$ cat src/rtl/logic_arbiter.sv
// rtl/logic_arbiter.sv - two-requester round-robin arbiter sharing one bitwise logic unit
//
// Purpose: time-shares a single AND/OR/XOR/NOR unit between two requesters.
//   A 3-state FSM (IDLE -> EXEC -> DONE -> IDLE) captures the winner's operands
//   in IDLE, pulses GrantN in EXEC, registers Result on the EXEC->DONE edge and
//   pulses DoneN in DONE. Fixed latency, one operation per 3 cycles.
//
// Ports:
//   Clk                    rising-edge clock
//   Rst                    synchronous active-high reset
//   Req0, Req1             level requests, held until GrantN
//   OpA0, OpB0, OpA1, OpB1 WIDTH-bit operands per requester
//   Func0, Func1           op code: 00 AND, 01 OR, 10 XOR, 11 NOR
//   Grant0, Grant1         one-cycle pulse: operands captured
//   Done0, Done1           one-cycle pulse: Result holds the answer
//   Result                 registered result of the last completed operation
//   Busy                   high whenever the FSM is not IDLE
module logic_arbiter #(
  parameter int WIDTH = 32
) (
  input  logic             Clk,
  input  logic             Rst,
  input  logic             Req0,
  input  logic             Req1,
  input  logic [WIDTH-1:0] OpA0,
  input  logic [WIDTH-1:0] OpB0,
  input  logic [WIDTH-1:0] OpA1,
  input  logic [WIDTH-1:0] OpB1,
  input  logic [1:0]       Func0,
  input  logic [1:0]       Func1,
  output logic             Grant0,
  output logic             Grant1,
  output logic             Done0,
  output logic             Done1,
  output logic [WIDTH-1:0] Result,
  output logic             Busy
);

  typedef enum logic [1:0] {
    IDLE = 2'd0,
    EXEC = 2'd1,
    DONE = 2'd2
  } state_t;

  state_t           state;
  state_t           state_next;
  logic [WIDTH-1:0] op_a;
  logic [WIDTH-1:0] op_b;
  logic [1:0]       func;
  logic             winner;
  logic             last_served;
  logic             capture;
  logic             pick;
  logic [WIDTH-1:0] unit_out;

  // Under contention the requester not served last wins; a lone request
  // wins regardless of the pointer (Req1 alone -> 1, otherwise 0).
  always_comb begin
    if (Req0 && Req1) begin
      pick = ~last_served;
    end else begin
      pick = Req1;
    end
  end

  always_comb begin
    case (func)
      2'b00:   unit_out = op_a & op_b;
      2'b01:   unit_out = op_a | op_b;
      2'b10:   unit_out = op_a ^ op_b;
      default: unit_out = ~(op_a | op_b);
    endcase
  end

  always_comb begin
    state_next = state;
    capture    = 1'b0;
    Grant0     = 1'b0;
    Grant1     = 1'b0;
    Done0      = 1'b0;
    Done1      = 1'b0;
    case (state)
      IDLE: begin
        if (Req0 || Req1) begin
          capture    = 1'b1;
          state_next = EXEC;
        end
      end
      EXEC: begin
        Grant0     = ~winner;
        Grant1     = winner;
        state_next = DONE;
      end
      DONE: begin
        Done0      = ~winner;
        Done1      = winner;
        state_next = IDLE;
      end
      default: state_next = IDLE;
    endcase
  end

  assign Busy = (state != IDLE);

  always_ff @(posedge Clk) begin
    if (Rst) begin
      state       <= IDLE;
      Result      <= '0;
      last_served <= 1'b1;
      winner      <= 1'b0;
      op_a        <= '0;
      op_b        <= '0;
      func        <= 2'b00;
    end else begin
      state <= state_next;
      if (capture) begin
        op_a        <= pick ? OpA1 : OpA0;
        op_b        <= pick ? OpB1 : OpB0;
        func        <= pick ? Func1 : Func0;
        winner      <= pick;
        last_served <= pick;
      end
      // Result only moves on the EXEC->DONE edge, from the latched operands.
      if (state == EXEC) begin
        Result <= unit_out;
      end
    end
  end

endmodule

$ cat config.mk
export PLATFORM = sky130hd
export DESIGN_NAME = logic_arbiter
export DESIGN_NICKNAME = d
export VERILOG_FILES = /design/src/rtl/logic_arbiter.sv
export SDC_FILE = /design/constraint.sdc
export NUM_CORES = 1
export LEC_CHECK = 0
export CORE_MARGIN = 3
export CORE_UTILIZATION = 50
export DETAILED_ROUTE_END_ITERATION = 8
export MAX_ROUTING_LAYER = met4
export PLACE_DENSITY_LB_ADDON = 0.08
export SLEW_MARGIN = 15
export SYNTH_ARGS = -nofsm -noshare
export SYNTH_HDL_FRONTEND = slang
export SYNTH_SLANG_ARGS = --single-unit
export TNS_END_PERCENT = 10
$ cat constraint.sdc
create_clock -name Clk -period 3.8 [get_ports Clk]
set_input_delay 0.76 -clock Clk [delete_from_list [all_inputs] [get_ports Clk]]
set_output_delay 0.76 -clock Clk [all_outputs]
set_load 0.05 [all_outputs]
# [Word level (Yosys, flattened, before mapping)]
# Cells that the tools add are included.
[totals] ff_bits=102 in_bits=136 output_inout_bits=37 word_cells=36
[op_classes] eq_ne=5 n_mux=13 n_bitwise=6 n_reduce_logical=5
[ops] operator="$pmux W32 S3" count=1
[ops] operator="$mux W32" count=2
[ops] operator="$and A32 B32 Y32" count=1
[ops] operator="$not A32 Y32" count=1
[ops] operator="$or A32 B32 Y32" count=1
[ops] operator="$xor A32 B32 Y32" count=1
[ops] operator="$mux W1" count=7
[ops] operator="$eq A2 B1 Y1 const B" count=2
[ops] operator="$eq A2 B2 Y1 const B" count=2
[ops] operator="$logic_not A2 Y1" count=2
[ops] operator="$mux W2" count=2
[ops] operator="$pmux W2 S2" count=1
[ops] operator="$ne A2 B2 Y1 const B" count=1
[ops] operator="$not A1 Y1" count=2
[ops] operator="$reduce_bool A2 Y1" count=1
[ops] operator="$logic_and A1 B1 Y1" count=1
[ops] operator="$logic_or A1 B1 Y1" count=1

# [Depth between registers and ports, before layout]
[logic_depth] depth_word=3 depth_mapped=6 ltp_nobuf=5

# [Worst setup path before layout]
# Ideal clock, no wire load.
[synth_path] path_type="flip-flop to output port" start="register state[1]" end="output port Done0" arrival_time_ps=1533 required_time_ps=3040 setup_slack_ps=1507 path_stages_with_launch=2 n_path_buf=0 cell_sequence="dfxtp_1 -> nor3b_1"
[synth_via] elab_chain_cells=2
[synth_lines] item="start: declaration" line="45" rtl="state_t state;"
[synth_lines] item="start signal: assignment" line="115" rtl="state <= state_next;"
[synth_lines] item="$eq A2 B2 Y1" line="82" rtl="case (state)"
[synth_lines] item="$mux W1" line="82"
[synth_lines] item="end: declaration" line="33" rtl="output logic Done0,"
# Every way passes these cells.

# [Final worst setup path]
[layout_path] start="register state[1]" end="output port Grant0"
[layout_via] elab_chain_cells=2
[layout_lines] item="$eq A2 B1 Y1" line="82"
[layout_lines] item="$mux W1" line="82"
[layout_lines] item="end: declaration" line="31" rtl="output logic Grant0,"
# Every way passes these cells.

==> flow_metrics.py <==
metrics = {
    "clock_tree": {
        "clk_pin_slew_ns": 0.06,
        "cts_buffers": 9,
        "cts-root-buf": "clkbuf_16",
        "hold_buffers": 0,
        "cts_tree": "yes",
        "cts_max_level": 3,
        "clock_latency_ns": 0.34,
        "cts_buffer_depth": 2,
        "clock_sinks": 102,
        "ctsResizeCount": 0,
        "post_cts.repair.setup_buffers": 0,
    },
    "worst_setup_path": {
        "rr_worst_depth": 5,
        "path_cells": "nand2b_1, nor2_1, clkdlybuf4s50_1",
        "cp_data_required_time_ns": 3.04,
        "cp-start-kind": "register",
        "cp_num_cells": 3,
        "r2r-end": "Result[9]",
        "cpLargestDelayFamily": "buffers and inverters",
        "cp_max_fo": 8,
        "critPathCaptureType": "output port",
        "arrival_ns": 2.03,
        "max_stage_delay_ns": 0.82,
        "critPathLaunch": "state[1]",
        "crit_slowest_cell": "clkdlybuf4s50_1",
        "reg2reg_from": "state[0]",
        "crit_end": "Grant0",
        "ff2ff_setup_slack_ns": 1.63,
        "path_class": "register to output port",
        "crit_buf_inv": 1,
    },
    "layout": {
        "antenna_cells": 0,
        "design_area_um2": 8020,
        "drive_gt1_frac": 0.0442,
        "final_cells": 958,
        "nets": 1011,
        "syn_to_final_growth_pct": 33.9,
    },
    "die": {
        "pin_count": 173,
        "initial_utilization": 0.518,
        "fp.dieW_um": 115,
        "num_rows": 39,
        "die_y_um": 115,
        "core-area_um2": 11600,
        "die_area_um2": 13300,
    },
    "yosys": {
        "syn-instance-count": 680,
        "syn-cell-area_um2": 5990,
        "synth_common_cells": "dfxtp_1 (102), nand2_1 (97), a221oi_1 (92)",
        "synth_warnings": 0,
        "yosysTopAreaCell": "dfxtp_1",
        "yosysMostFrequentCell": "dfxtp_1",
        "ys_types": 30,
        "synth_ff_type": "dfxtp_1",
        "synth_area_leaders": "dfxtp_1 (34%), a221oi_1 (13%), ha_1 (13%), a211oi_1 (8.0%), nand2_1 (6.1%)",
        "synth.avg_cell_area_um2": 8.80,
        "synth_seq_cells": 102,
        "postSynth.asyncResetShare": 0,
        "yosysSeqAreaShare": 0.341,
        "synth_edf_count": 0,
        "synth_nets": 880,
        "yosys.area.top_type_share": 0.341,
    },
    "drt": {
        "vias": 5683,
        "routed_wl_mm": 17.2,
        "drc": 0,
        "first_pass_iters": 4,
        "ant_nets": 0,
        "routedWlPerCell_um": 18.0,
        "via_per_inst": 5.93,
        "drt_iter0_drc": 422,
    },
    "timing": {
        "setup_viol": 0,
        "slew_violations": 0,
        "clock_skew_ns": 0.00646,
        "fin_tns_setup_ns": 0,
        "rsz0062_at_grt": "false",
        "finalCritPeriodShare": 0.735,
        "slew_headroom": 0.252,
        "max_clock_freq_mhz": 358,
        "hold_viol": 0,
        "min_period_ns": 2.79,
        "worst_slew_pin_slew_ns": 1.12,
    },
    "hold_path": {
        "hold_class": "register to register",
        "hold_start": "op_a[0]",
    },
    "place": {
        "dpl.hpwl_mm": 11.9,
        "portBuffers": 172,
        "dpl-instance-area_um2": 7750,
        "dp.cells": 943,
        "place.gp.congestion": 0.840,
    },
    "global_route": {
        "grt_use_total": 0.264,
        "overflow": 0,
        "grt_max_degree": 94,
        "grt_pass1_vias": 5919,
        "grt_pass1_wl_mm": 27.6,
        "grt_antenna_before_repair": 0,
    },
    "power_and_ir_drop": {
        "vdd_drop_max_uv": 199,
        "p_per_area_nw_per_um2": 398,
        "p_leak_uw": 0.00327,
    },
    "run": {
        "max_cap_violations": 0,
    },
    "status": {
        "status": "finished, final reports clean",
    },
}
[per-stage QoR]
stage / power (uW) / hold slack, ns / util / setup WS, ns
5_1_grt: 3370 / 0.529 / 0.693 / 0.923
4_1_cts: 3200 / 0.509 / 0.693 / 0.999
3_3_place_gp: 2290 / 0.483 / 0.670 / 1.10
6_report: 3190 / 0.506 / 0.693 / 1.01
2_1_floorplan: 1960 / 0.474 / - / 1.51
3_5_place_dp: 2340 / 0.499 / 0.670 / 1.04
[registers in the layout, indices dropped and copies added (netlist names)]
register,count
last_served,1
winner,1
op_a,32
func,2
state,2
op_b,32
Result,32
[area by class of cell]
| cell class | count | area (um2) |
|---|---|---|
| clock buffer | 14 | 264 |
| clock inverter | 1 | 5.00 |
| fill | 936 | 3550 |
| inverter | 69 | 259 |
| multi-input combinational | 444 | 3420 |
| sequential | 102 | 2050 |
| tap | 143 | 179 |
| timing repair buffer | 185 | 1840 |
[cells by family (layout without fill, tap and decap cells)]
kind of cell             count (synthesis)  in the layout  share of synthesized area
AO/OA/AOI/OAI                          225            225                      0.290
adder cells (fa/ha/maj)                 64             64                      0.134
buffers and inverters                  134            269                     0.0916
flip-flops                             102            102                      0.341
multiplexers                            36             36                     0.0602
AND/OR/NAND/NOR                        119            119                     0.0834
[routing by layer]
layer  routed length (um)  vias to the layer above  part of all wire  GRT usage
met5                    0                        -                 0          -
met1                 7610                     2718              0.44      0.324
li1                     -                     2753                 -          -
met2                 8460                      189              0.49      0.434
met3                  873                       23             0.051     0.0428
met4                  293                        0             0.017      0.108
[worst min-delay path: stages, from the launching register on]
cell	delay (ns)
dfxtp_1	0.31
inv_1	0.07
a221oi_1	0.07
[power by group]
group,switching (uW),internal [uW]
registers,111,1190
clock network,388,477
logic,563,462
[cells in the final DEF, fill, tap and decap left out]
cell type          n
clkdlybuf4s50_1  171
dfxtp_1          101
nand2_1           96
a221oi_1          92
inv_1             68
a211oi_1          64
ha_1              64
mux2i_1           36
o21ai_0           30
o21bai_1          28
buf_4             12
clkbuf_16          9
nand3b_1           6
nor2_1             4
o221ai_1           4
a21oi_1            3
clkbuf_1           3
nor2_2             2
and2_1             2
a311oi_1           2
clkbuf_8           2
buf_12             2
inv_2              1
and3b_1            1
nor3b_1            1
nor2b_4            1
nand2b_1           1
or2_2              1
nand2_2            1
or3_1              1
a21bo_2            1
a21boi_4           1
nor2_4             1
nand3_1            1
clkinv_2           1
dfxtp_4            1
[worst min-delay path by stage]
| stage | to | slack (ns) | cells past startpoint |
|---|---|---|---|
| floorplan | op_b[0] | 0.47 | 2 |
| global placement | op_b[5] | 0.48 | 2 |
| detailed placement | op_a[10] | 0.50 | 2 |
| CTS | op_a[10] | 0.51 | 2 |
| global route | op_a[7] | 0.53 | 2 |
| finish | op_a[0] | 0.51 | 2 |
Power figures use the tool's default switching activity.
